### config.mk
export PLATFORM = sky130hd
export DESIGN_NAME = serial_sign_convert
export DESIGN_NICKNAME = d
export VERILOG_FILES = /design/src/rtl/serial_sign_convert.sv
export SDC_FILE = /design/constraint.sdc
export NUM_CORES = 1
export LEC_CHECK = 0
export CAP_MARGIN = 20
export CORE_MARGIN = 2
export CORE_UTILIZATION = 49
export CTS_CLUSTER_SIZE = 10
export DETAILED_ROUTE_END_ITERATION = 16
export HOLD_SLACK_MARGIN = 0.08
export PLACE_DENSITY = 0.78
export SLEW_MARGIN = 20
export SYNTH_ARGS = -nofsm -noshare
export SYNTH_HDL_FRONTEND = slang
export SYNTH_SLANG_ARGS = --single-unit
export TNS_END_PERCENT = 5
### constraint.sdc
create_clock -name clk -period 2.9 [get_ports clk]
set_clock_uncertainty 0.1 [all_clocks]
set_input_delay 0.29 -clock clk [delete_from_list [all_inputs] [get_ports clk]]
set_output_delay 0.29 -clock clk [all_outputs]
set_load 0.02 [all_outputs]
### src/rtl/serial_sign_convert.sv
// serial_sign_convert
//   Bit-serial converter between two's complement (TC) and sign-magnitude (SM).
//   mode=0 converts TC->SM, mode=1 converts SM->TC; the direction is captured
//   together with the word at accept time.
//
//   The magnitude is resolved one bit per clock. Each bit is conditionally
//   inverted by the sign and then passed through one half adder whose carry
//   is the only arithmetic state. For a negative input this computes
//   ~x + 1 over the magnitude bits. A positive input passes through
//   unchanged because the inversion is off and the carry starts at 0.
//
//   Handshake semantics (both ports):
//     A transfer happens on a rising clk edge where valid && ready are both 1.
//     in_ready is high only in IDLE, so the converter holds one word at a time.
//     out_valid is high only in DONE. While out_ready is 0, out_data, out_ovf
//     and out_negz stay stable. in_data and mode are ignored outside the
//     accept edge.
//
//   Optional build macro: SERIAL_SIGN_CONVERT_SAT_EN
//     defined   : a TC->SM overflow (input -2^(N-1)) returns {1, all ones}
//     undefined : a TC->SM overflow returns the raw result {1, zeros}
//     out_ovf is 1 for this input in both builds.
//
//   The FSM state is held in the named signal 'state' so checkers can bind
//   to it.

module serial_sign_convert #(
    parameter int N = 8
) (
    input  logic         clk,
    input  logic         rst,
    input  logic         in_valid,
    output logic         in_ready,
    input  logic [N-1:0] in_data,
    input  logic         mode,
    output logic         out_valid,
    input  logic         out_ready,
    output logic [N-1:0] out_data,
    output logic         out_ovf,
    output logic         out_negz
);

    // The counter walks the magnitude bits 0..N-2.
    localparam int CW = (N > 2) ? $clog2(N) : 1;
    localparam logic [CW-1:0] LAST_BIT = CW'(N - 2);

    typedef enum logic [1:0] {
        IDLE = 2'd0,
        RUN  = 2'd1,
        DONE = 2'd2
    } state_t;

    state_t state;
    state_t state_nxt;

    // Captured transaction.
    logic [N-1:0]  data_q;
    logic          mode_q;
    logic          sign_q;

    // Serial engine.
    logic          carry_q;
    logic [CW-1:0] cnt_q;

    // Result registers.
    logic [N-1:0]  out_data_q;
    logic          ovf_q;
    logic          negz_q;

    // Per-bit datapath signals.
    logic          accept;
    logic          last_bit;
    logic          a_bit;
    logic          sum_bit;
    logic          carry_nxt;

    // Values committed at the RUN->DONE edge.
    logic          msb_fin;
    logic          ovf_fin;
    logic          negz_fin;

    assign accept   = in_valid && in_ready;
    assign last_bit = (state == RUN) && (cnt_q == LAST_BIT);

    // Half adder on the sign-conditioned input bit.
    always_comb begin
        a_bit     = data_q[cnt_q] ^ sign_q;
        sum_bit   = a_bit ^ carry_q;
        carry_nxt = a_bit & carry_q;
    end

    // MSB and flag resolution from the carry that leaves the last magnitude bit.
    // A surviving carry means every magnitude bit was 0:
    //   TC->SM: the input was 100..0, which has no SM equivalent.
    //   SM->TC: the input was negative zero, which maps to TC 0.
    always_comb begin
        msb_fin  = sign_q;
        ovf_fin  = 1'b0;
        negz_fin = 1'b0;
        if (mode_q == 1'b0) begin
            msb_fin = sign_q;
            ovf_fin = sign_q & carry_nxt;
        end else begin
            msb_fin  = sign_q ^ carry_nxt;
            negz_fin = sign_q & carry_nxt;
        end
    end

    // FSM state register.
    always_ff @(posedge clk) begin
        if (rst) begin
            state <= IDLE;
        end else begin
            state <= state_nxt;
        end
    end

    // FSM next-state logic and handshake outputs.
    always_comb begin
        state_nxt = state;
        in_ready  = 1'b0;
        out_valid = 1'b0;
        case (state)
            IDLE: begin
                in_ready = 1'b1;
                if (in_valid) begin
                    state_nxt = RUN;
                end
            end
            RUN: begin
                if (cnt_q == LAST_BIT) begin
                    state_nxt = DONE;
                end
            end
            DONE: begin
                out_valid = 1'b1;
                if (out_ready) begin
                    state_nxt = IDLE;
                end
            end
            default: begin
                state_nxt = IDLE;
            end
        endcase
    end

    // Capture on accept, then produce one result bit per RUN cycle.
    always_ff @(posedge clk) begin
        if (rst) begin
            data_q     <= '0;
            mode_q     <= 1'b0;
            sign_q     <= 1'b0;
            carry_q    <= 1'b0;
            cnt_q      <= '0;
            out_data_q <= '0;
            ovf_q      <= 1'b0;
            negz_q     <= 1'b0;
        end else if (accept) begin
            data_q     <= in_data;
            mode_q     <= mode;
            sign_q     <= in_data[N-1];
            carry_q    <= in_data[N-1];
            cnt_q      <= '0;
            out_data_q <= '0;
            ovf_q      <= 1'b0;
            negz_q     <= 1'b0;
        end else if (state == RUN) begin
            out_data_q[cnt_q] <= sum_bit;
            carry_q           <= carry_nxt;
            if (last_bit) begin
                out_data_q[N-1] <= msb_fin;
                ovf_q           <= ovf_fin;
                negz_q          <= negz_fin;
`ifdef SERIAL_SIGN_CONVERT_SAT_EN
                // Largest SM magnitude with negative sign replaces -2^(N-1).
                if (ovf_fin) begin
                    out_data_q <= {1'b1, {(N-1){1'b1}}};
                end
`endif
            end else begin
                cnt_q <= cnt_q + 1'b1;
            end
        end
    end

    assign out_data = out_data_q;
    assign out_ovf  = ovf_q;
    assign out_negz = negz_q;

endmodule

Yosys cells after proc, flatten, opt, wreduce, memory -nomap -nowiden
Cells that the tools add are included.
Operators by class
  add/subtract/negate cells: 1
  magnitude comparators: 2
  equal/unequal tests: 6
  multiplexer cells: 17
  bitwise gates (word level): 6
  reduce and logical (&&, ||, !) cells: 9
Operators with widths (number)
  two-way mux 1 bit: 10
  bitwise mux 8 bit: 1
  two-way mux 2 bit: 3
  case mux 2 bit (3 select lines): 1
  < comparator 3 x 4 -> 1 bit, second input constant: 1
  inequality test 2 bit, second input constant: 2
  AND reduction 2 bit: 2
  adder 3 x 1 -> 3 bit, second input constant: 1
  binary-select mux 1 bit (select 3 bit): 1
  demux 1 bit (select 3 bit): 1
  == test 3 bit, second input constant: 1
  greater-or-equal comparator 3 x 1 -> 1 bit, second input constant: 1
  logical AND 1 bit: 3
  AND reduction 3 bit: 1
  XOR 1 bit: 3
  AND 1 bit: 2
  == test 2 x 1 -> 1 bit, second input constant: 1
  == test 2 bit, second input constant: 1
  zero test 2 bit: 1
  inequality test 2 x 1 -> 1 bit, second input constant: 1
  nonzero test 2 bit: 1
  OR reduction 2 bit: 1
  inverter 1 bit: 1
Word-level totals
  bits in registers: 26
  input bits: 13
  output and inout bits: 12
  word-level logic and storage cells: 50

Depth between registers and ports, before layout
Gate-level depths: netlist of the first run.
  depth in word-level cells: 7
  mapped depth: 9
  depth with buffers taken out: 8

Worst setup path before layout of the first run
No wires, ideal clock.
  kind: register -> register
  from: register cnt_q[0]
  to: register out_data_q[7] (netlist: out_data[7])
  library setup time: 0.127 ns
  arrival time: 1.991 ns
  data required time: 2.673 ns
  setup slack: 0.681 ns
  stages on the path, launching flop included: 9
  path buffers: 2
  clock period less this slack: 2.219 ns
  path through: dfxtp_1 buf_6 mux4_1 mux2i_1 xnor2_1 ha_1 buf_1 o21ai_0 a211oi_2
On the way
  elaborated cells between the ends (all ways): 16
  classes of those cells: order compare: 2; eq/ne: 1; mux: 7; bitwise: 4; reduce/logical: 2
RTL lines
  from (decl): RTL line 63  | logic [CW-1:0] cnt_q;
  from (signal assigned): RTL line 181  | cnt_q <= cnt_q + 1'b1;
  binary-select mux 1 bit (select 3 bit): RTL line 87  | a_bit = data_q[cnt_q] ^ sign_q;
  two-way mux 1 bit (implied by the code): RTL line 87
  XOR 1 bit: RTL line 87
  XOR 1 bit: RTL line 88  | sum_bit = a_bit ^ carry_q;
  net sum_bit: RTL line 74  | logic sum_bit;
  bitwise mux 8 bit: RTL line 168  | out_data_q[cnt_q] <= sum_bit;
  two-way mux 1 bit: RTL line 170  | if (last_bit) begin
  to (signal, indexed assignment): RTL line 168
  to (signal, indexed assignment): RTL line 171  | out_data_q[N-1] <= msb_fin;
  to (decl): RTL line 66  | logic [N-1:0] out_data_q;
The timed path passes the listed nets, and every way through them passes these cells. The select of a mux whose other input is x is not followed.
A chain may end at the register's enable or synchronous reset.

Final worst setup path of the first run
Ends and elaborated chain as after synthesis.

==> summary by stage, run 1 <==
Power
The worst-case IR drop observed on VDD is between 0.2 and 0.3 mV. For this design the ratio of total power to cell area is around 440 nW/um^2. The analysis attributes to cell leakage a power of a little over 0.5 nW.

Critical path
The signal on the critical path passes through mux4_1 > mux2i_1 > xnor2_1 > ha_1 > o21ai_0 > a211oi_2. The cell family contributing the most delay on the critical path is multiplexers. The highest net fanout along the worst path is 8. The critical path is of the reg2reg type. STA classifies the critical path endpoint as a flip-flop. For the worst setup path, the data required time is ~3.0 ns. For this run, the slowest stage of the critical path takes 0.60 ns. The category of the worst setup path launch point is a flip-flop. The slack of the worst reg-to-reg path is about 0.49 ns. The buffer and inverter count on the worst path is 0. Data arrives at the worst endpoint at 2.51 ns.

The slowest library cell on the worst path is sky130_fd_sc_hd__mux4_1.

CTS
The maximum buffer depth of the clock tree is 2. For the worst-skew pair, the clock arrives at the later sink with an insertion delay of about 0.32 ns. Buffers inserted to repair hold after CTS numbered 0. The maximum level of the CTS H-tree is 1.

The clock transition at the register clock pins on the worst setup and hold paths after CTS is approximately 0.13 ns. TritonCTS created 3 clock buffers. TritonCTS built the clock tree. The sink count of the clock tree is 25. After clock tree synthesis, the setup repair step added 0 buffers. The root cell of the clock tree is sky130_fd_sc_hd__clkbuf_4.

Post-CTS repair changed the size of 0 cells.

Synthesis
Counting flops with an async set or reset pin after synthesis yields a share of 0. The synthesized design contains 25 register bits. The prevailing post-synth register cell is sky130_fd_sc_hd__dfxtp_1.

The number of distinct standard cells referenced by the synthesized netlist is 29. Counting every instance in the synthesized netlist gives 141. The mapped netlist covers 1155 sq um. The Yosys warning count is 0. Synthesis produced a netlist with a net count of 157. The average instance in the mapped netlist occupies between 8 and 9 sq um.

The number of synthesized flops with an enable pin is 0. The portion of the post-synthesis area used by sequential elements is 0.4334.

Hold path
In this run the worst hold path is classified as reg2reg.

Floorplanning
The die is roughly 53 microns wide. The number of rows in the core area is 17. The die outline area is 2761 sq um.

The initial core utilization is 0.5221. The core region is roughly 2200 sq um. Pin placement for this block handled 25 I/O pins.

The floorplan step set the die height to between 50 and 60 microns.

STA
The remaining max-slew budget at the tightest pin is 0.5482. The number of hold-slack violations in the final timing report was 0. The minimum clock period after layout is around 2.4 ns. At the pin with the least slew margin, the transition time is 0.6763 ns. The slack of the critical path is 0.4885 ns. The total negative slack for setup checks is 0 ns. Setup repair after global routing left no endpoint under its margin. On the final layout, the worst hold slack is approximately 0.36 ns. The final cycle utilization of the critical path is 0.8315. The max-slew violation count was 0. The highest achievable clock rate is 0.4147 GHz. Setup violations remaining at the end of the flow were counted as 0.

Routing
Once detail routing completed, the nets flagged for antenna violations numbered 0. The remaining design rule violation count is 0. Using the TritonRoute via totals, the vias-per-cell ratio works out to roughly 5.2. The detailed router finished its first iteration with 18 violations.

Dividing the detail-routed wire length by the instance count gives around 12 microns. The via count of the routed design is 988. For this block, the routed nets add up to approximately 2200 microns of wire. The first-pass iteration count of the detailed router is 4.

Place
Buffers placed on the I/O ports in this run total 24. The congestion estimate from routability-driven global placement came to approximately 0.77. The half-perimeter wire length of the detailed placement result is between 1500 and 2000 microns. Prior to clock tree synthesis, the placed netlist has a worst setup slack of approximately 0.54 ns.

Final layout
The share of final-layout standard cells stronger than drive strength 1 is 0.02484. The most common cell after layout, fill and taps aside is sky130_fd_sc_hd__nand2_1. The number of inserted diodes is 0.

In the layout the commonest cells are sky130_fd_sc_hd__nand2_1 (31), sky130_fd_sc_hd__dfxtp_1 (25), sky130_fd_sc_hd__clkdlybuf4s50_1 (24). The filler cell count is 196. The area growth from synthesis to final layout is 22.32%. The final net count is around 180.

Global routing
The first-pass GRT wire length is about 3900 microns. Global routing finished with a remaining overflow of 0. Entering global routing, the biggest net connects 14 pins.

The total global-route track usage is 0.1945. The via count of the first global-routing pass is a little over 900. The number of antenna violations at the first check in global routing is 0.

Run
The max-capacitance violation count is 0.

Run status
The flow ran to the end, and the final reports show no timing, DRC or antenna violations.
worst paths after layout:
check,cells past startpoint,startpoint,endpoint
worst max register to register,6,cnt_q[0],out_data[7]
worst max-delay path,6,cnt_q[0],out_data[7]
worst min register to register,2,data_q[2],data_q[2]
worst min-delay path,2,data_q[2],data_q[2]
tightest hold or removal path: stages, from the launching register on:
cell and delay (ns):
sky130_fd_sc_hd__dfxtp_1 0.33, sky130_fd_sc_hd__nand2_1 0.05, sky130_fd_sc_hd__a21oi_1 0.05
registers in the layout, indices dropped and copies added, names as in the netlist:
signal,cells
carry_q,1
cnt_q,3
state,2
out_data,8
out_negz,1
mode_q,1
data_q,8
out_ovf,1
cell type report:
class | count | area, sq um | area share
Timing Repair Buffer | 24 | 240.2 | 0.1701
Tap cell | 28 | 35.03 | 0.02480
Sequential cell | 25 | 500.5 | 0.3543
Inverter | 2 | 7.507 | 0.005314
Clock buffer | 4 | 26.28 | 0.01860
Multi-Input combinational cell | 106 | 603.1 | 0.4269
per-stage QoR:
| stage | utilization | std cells | power, mW | instance area [sq um] |
|---|---|---|---|---|
| after global routing | 0.6386 | 189 | 0.6522 | 1413 |
| after global placement | 0.6267 | 185 | 0.4654 | 1386 |
| after CTS | 0.6386 | 189 | 0.6221 | 1413 |
| after floorplan | - | 141 | 0.4378 | 1155 |
| final | 0.6386 | 189 | 0.6187 | 1413 |
| after detailed placement | 0.6267 | 185 | 0.4687 | 1386 |
cells in the mapped netlist (all sizes together) (2+ instances only):
| master | n | area [sq um] |
|---|---|---|
| nand2b | 3 | 18.77 |
| mux2i | 3 | 30.03 |
| and3b | 2 | 17.52 |
| clkbuf | 4 | 16.26 |
| inv | 2 | 7.510 |
| nor3 | 2 | 10.01 |
| xnor2 | 2 | 17.52 |
| ha | 3 | 37.54 |
| nor2 | 17 | 63.81 |
| dfxtp | 25 | 500.5 |
| a21oi | 20 | 100.1 |
| nand2 | 31 | 116.4 |
| buf | 4 | 27.52 |
| nand3 | 8 | 40.04 |
| a211oi | 2 | 20.02 |
| nor2b | 4 | 25.02 |
| mux4 | 2 | 52.55 |
routing by layer:
| layer | track usage | routed length, microns |
|---|---|---|
| met1 | 0.2286 | 976 |
| met2 | 0.3375 | 1115 |
| met3 | 0.03429 | 114 |
| met4 | 0.09402 | 39 |
| met5 | 0 | 0 |
power by group:
part           total [mW]  internal, mW  switching, mW
combinational      0.0920        0.0437         0.0483
sequential          0.371         0.356         0.0141
clock               0.156        0.0539          0.102
total               0.619         0.454          0.165
cell families (layout without fill, tap and decap cells):
kind of cell	count (synthesis)	in the layout	synth area share
simple gates	70	70	0.2719
compound gates	26	26	0.1311
flops	25	25	0.4334
buf+inv	10	30	0.04441
mux	5	5	0.07151
fa+ha+maj	3	3	0.03251
xor+xnor	2	2	0.01517
(Power assumes the default switching activity.)
==> run 2: changes to the inputs <==
Clock period 2.9 ns to 2.42 ns, I/O delays scaled along.
==> run 2 against run 1 <==
First-iteration DRC count down 11%. Core utilization up 0.74 points. Critical path depth did not move. Sequential power rose by 20%. Largest cell class unchanged. Clock power is 19% higher. Hold slack got worse by 0.0097 ns. Sequential share of layout area fell by 0.32 points. Maximum frequency rose by 7.0%.
==> summary by stage, run 2 (synthesized netlist as in run 1, its figures left out) <==
Run status
The flow ran to the end, and the final reports show no timing, DRC or antenna violations.

Global routing
Entering global routing, the biggest net connects 14 pins. The remaining global-route overflow is 0. The first-pass GRT wire length is between 3000 and 4000 microns. The via count of the first global-routing pass is 913. The number of antenna violations at the first check in global routing is 0. Across every metal layer, demand over resource in global routing totals 0.1828.

Final layout
Leaving out fill and tap cells, the most frequent cell in the layout is sky130_fd_sc_hd__nand2_1. Leaving out fill and tap cells, the most frequent cells in the layout are sky130_fd_sc_hd__nand2_1 (31), sky130_fd_sc_hd__dfxtp_1 (24), sky130_fd_sc_hd__clkdlybuf4s50_1 (24). Summing all flip-flop and latch instances after layout gives 501.7 sq um. With fillers left out, the area of the finished cells amounts to 1429 sq um. Counting the fill cells in the layout gives 198. The final non-filler cell total is between 150 and 200.

The final net count is 180. Compared with the post-synthesis result, the final layout area differs by 23.73%. For this run, the share of the core covered by cells in the final layout is 0.6459. The total area of multi-input combinational cells is just over 600 sq um. The number of inserted diodes is 0. In the final layout, the share of cells above drive strength 1 is 0.04294.

Critical path
The classification of the worst setup path is reg2reg. The slowest library cell on the worst path is sky130_fd_sc_hd__mux4_1. Traced cell by cell, the critical path runs through mux4_1 > mux2i_1 > xnor2_1 > ha_1 > o21ai_0 > a211oi_2. In this run the worst path has a maximum fanout of 8. For the worst setup path, the data required time is ~2.5 ns. The category of the worst setup path launch point is a flip-flop.

The data arrival at the endpoint of the critical path is between 2 and 2.5 ns. STA classifies the critical path endpoint as a flip-flop. For this run, the slowest stage of the critical path takes roughly 0.57 ns.

Place
The count of port buffers added during placement is 24. In this run, placement finished with an instance count of about 190. Routability-driven placement finished with a final weighted congestion of 0.7703. The half-perimeter wire length of the detailed placement result is around 1700 microns. In this run the cell area measured after placement is approximately 1400 sq um.

CTS
The clock latency reported for the late side of the worst-skew pair is a little over 0.3 ns. TritonCTS built the clock tree. The sink count of the clock tree is 25. The cell sitting at the root of the clock tree is a sky130_fd_sc_hd__clkbuf_4. The clock transition at the register clock pins on the worst setup and hold paths after CTS is roughly 0.13 ns. The total clock buffers created by CTS is 3. CTS built an H-tree with a depth of 1. The clock passes through at most 2 buffers.

STA
The number of setup violations in the final report is 0. The number of hold-slack violations in the final timing report is 0. Of the available clock period, the critical path in the final layout requires 0.9316. The worst hold slack is around 0.35 ns. Setup repair after global routing left no endpoint under its margin. The remaining max-slew budget at the tightest pin is 0.5545.

The total negative slack for setup checks is 0 ns. The max-slew violation count is 0. At the pin with the least slew margin, the transition time is between 0.6 and 0.7 ns. The highest achievable clock rate is 0.4435 GHz. After layout, the minimum clock period comes to between 2 and 2.5 ns.

Floorplanning
25 I/O pins were placed. The die outline area is around 2800 sq um. For this configuration, the core starts out at a cell density of 0.5221.

The die outline width is ~53 microns. The floorplan has 17 rows. The vertical extent of the die is 52.55 microns.

The total area inside the core boundary comes to ~2200 sq um.

Routing
The routed wire length per instance is about 12 microns. The via count of the routed design is 1000. The routed wire length is 2247 microns.

The post-route antenna net violation count is 0. After detailed routing, the number of remaining DRC violations is 0. The first routing iteration left 16 violations.

The routed via count divided by cell count is 5.236. The first-pass iteration count of the detailed router is 4.

Power
The leakage dissipation is 0.5158 nW. Power spread over the standard cell area amounts to between 500 and 600 nW/um^2. The maximum ir drop on the vdd rail is about 0.35 mV.

Run
The max-capacitance violation count is 0.

Hold path
The path class of the lowest-slack min-delay path is in2reg.
[run 2: changes by cell type in the layout (fill, tap and decap cells not counted)]
cell                      before  now
sky130_fd_sc_hd__buf_4         0    2
sky130_fd_sc_hd__dfxtp_2       0    1
sky130_fd_sc_hd__dfxtp_1      25   24
[run 2: final cells by class]
class                           instances  share of cell area
Multi-Input combinational cell        106              0.4221
Tap cell                               28             0.02452
Timing Repair Buffer                   26              0.1786
Inverter                                2            0.005254
Clock buffer                            4             0.01839
Sequential cell                        25              0.3511
[run 2: timing repair]
action,in CTS,in global routing
hold buffers,0,0
setup endpoints to repair,0,1
gates resized for setup,0,1
setup buffers,0,0
[run 2: metal layers]
| layer | wire, microns | track usage | part of all wire |
|---|---|---|---|
| met1 | 989 | 0.2298 | 0.44 |
| met2 | 1146 | 0.3063 | 0.51 |
| met3 | 101 | 0.02857 | 0.045 |
| met4 | 9 | 0.08120 | 0.0040 |
| met5 | 0 | 0 | 0 |
[run 2: worst max-delay path, delay by kind of cell, from the launching register on]
| kind | cells | cell delay (ns) |
|---|---|---|
| muxes | 2 | 0.79 |
| DFF | 1 | 0.42 |
| adders and majority gates | 1 | 0.34 |
| AOI/OAI and AO/OA | 2 | 0.32 |
| xor gates and xnor gates | 1 | 0.16 |
[run 2: path summary, 6_finish.rpt]
kind / startpoint / endpoint / slack, ns / cells after the start
worst max-delay path: cnt_q[0] / out_data[7] / 0.17 / 6
worst min register to register: out_data[1] / out_data[1] / 0.36 / 2
worst min-delay path: in_data[3] / data_q[3] / 0.35 / 3
worst max register to register: cnt_q[0] / out_data[7] / 0.17 / 6
[run 2: through the flow]
step,power [mW],worst slack (ns)
2_1_floorplan,0.5246,0.2013
3_3_place_gp,0.5597,0.1870
3_5_place_dp,0.5631,0.08767
4_1_cts,0.7434,0.07243
5_1_grt,0.7752,0.06648
6_report,0.7418,0.1654
[run 2: where the power goes]
group / leakage [nW] / total (mW) / switching [mW] / internal, mW
registers: 0.204 / 0.445 / 0.0171 / 0.427
clock network: 0.0150 / 0.186 / 0.122 / 0.0644
logic: 0.297 / 0.111 / 0.0580 / 0.0532
total: 0.516 / 0.742 / 0.197 / 0.545
==> run 3: changes to the inputs <==
Settings changed: CTS_CLUSTER_SIZE 10 to 40.
==> results of run 3 <==
No change in the layout: final DEF, timing and power equal those of run 2.
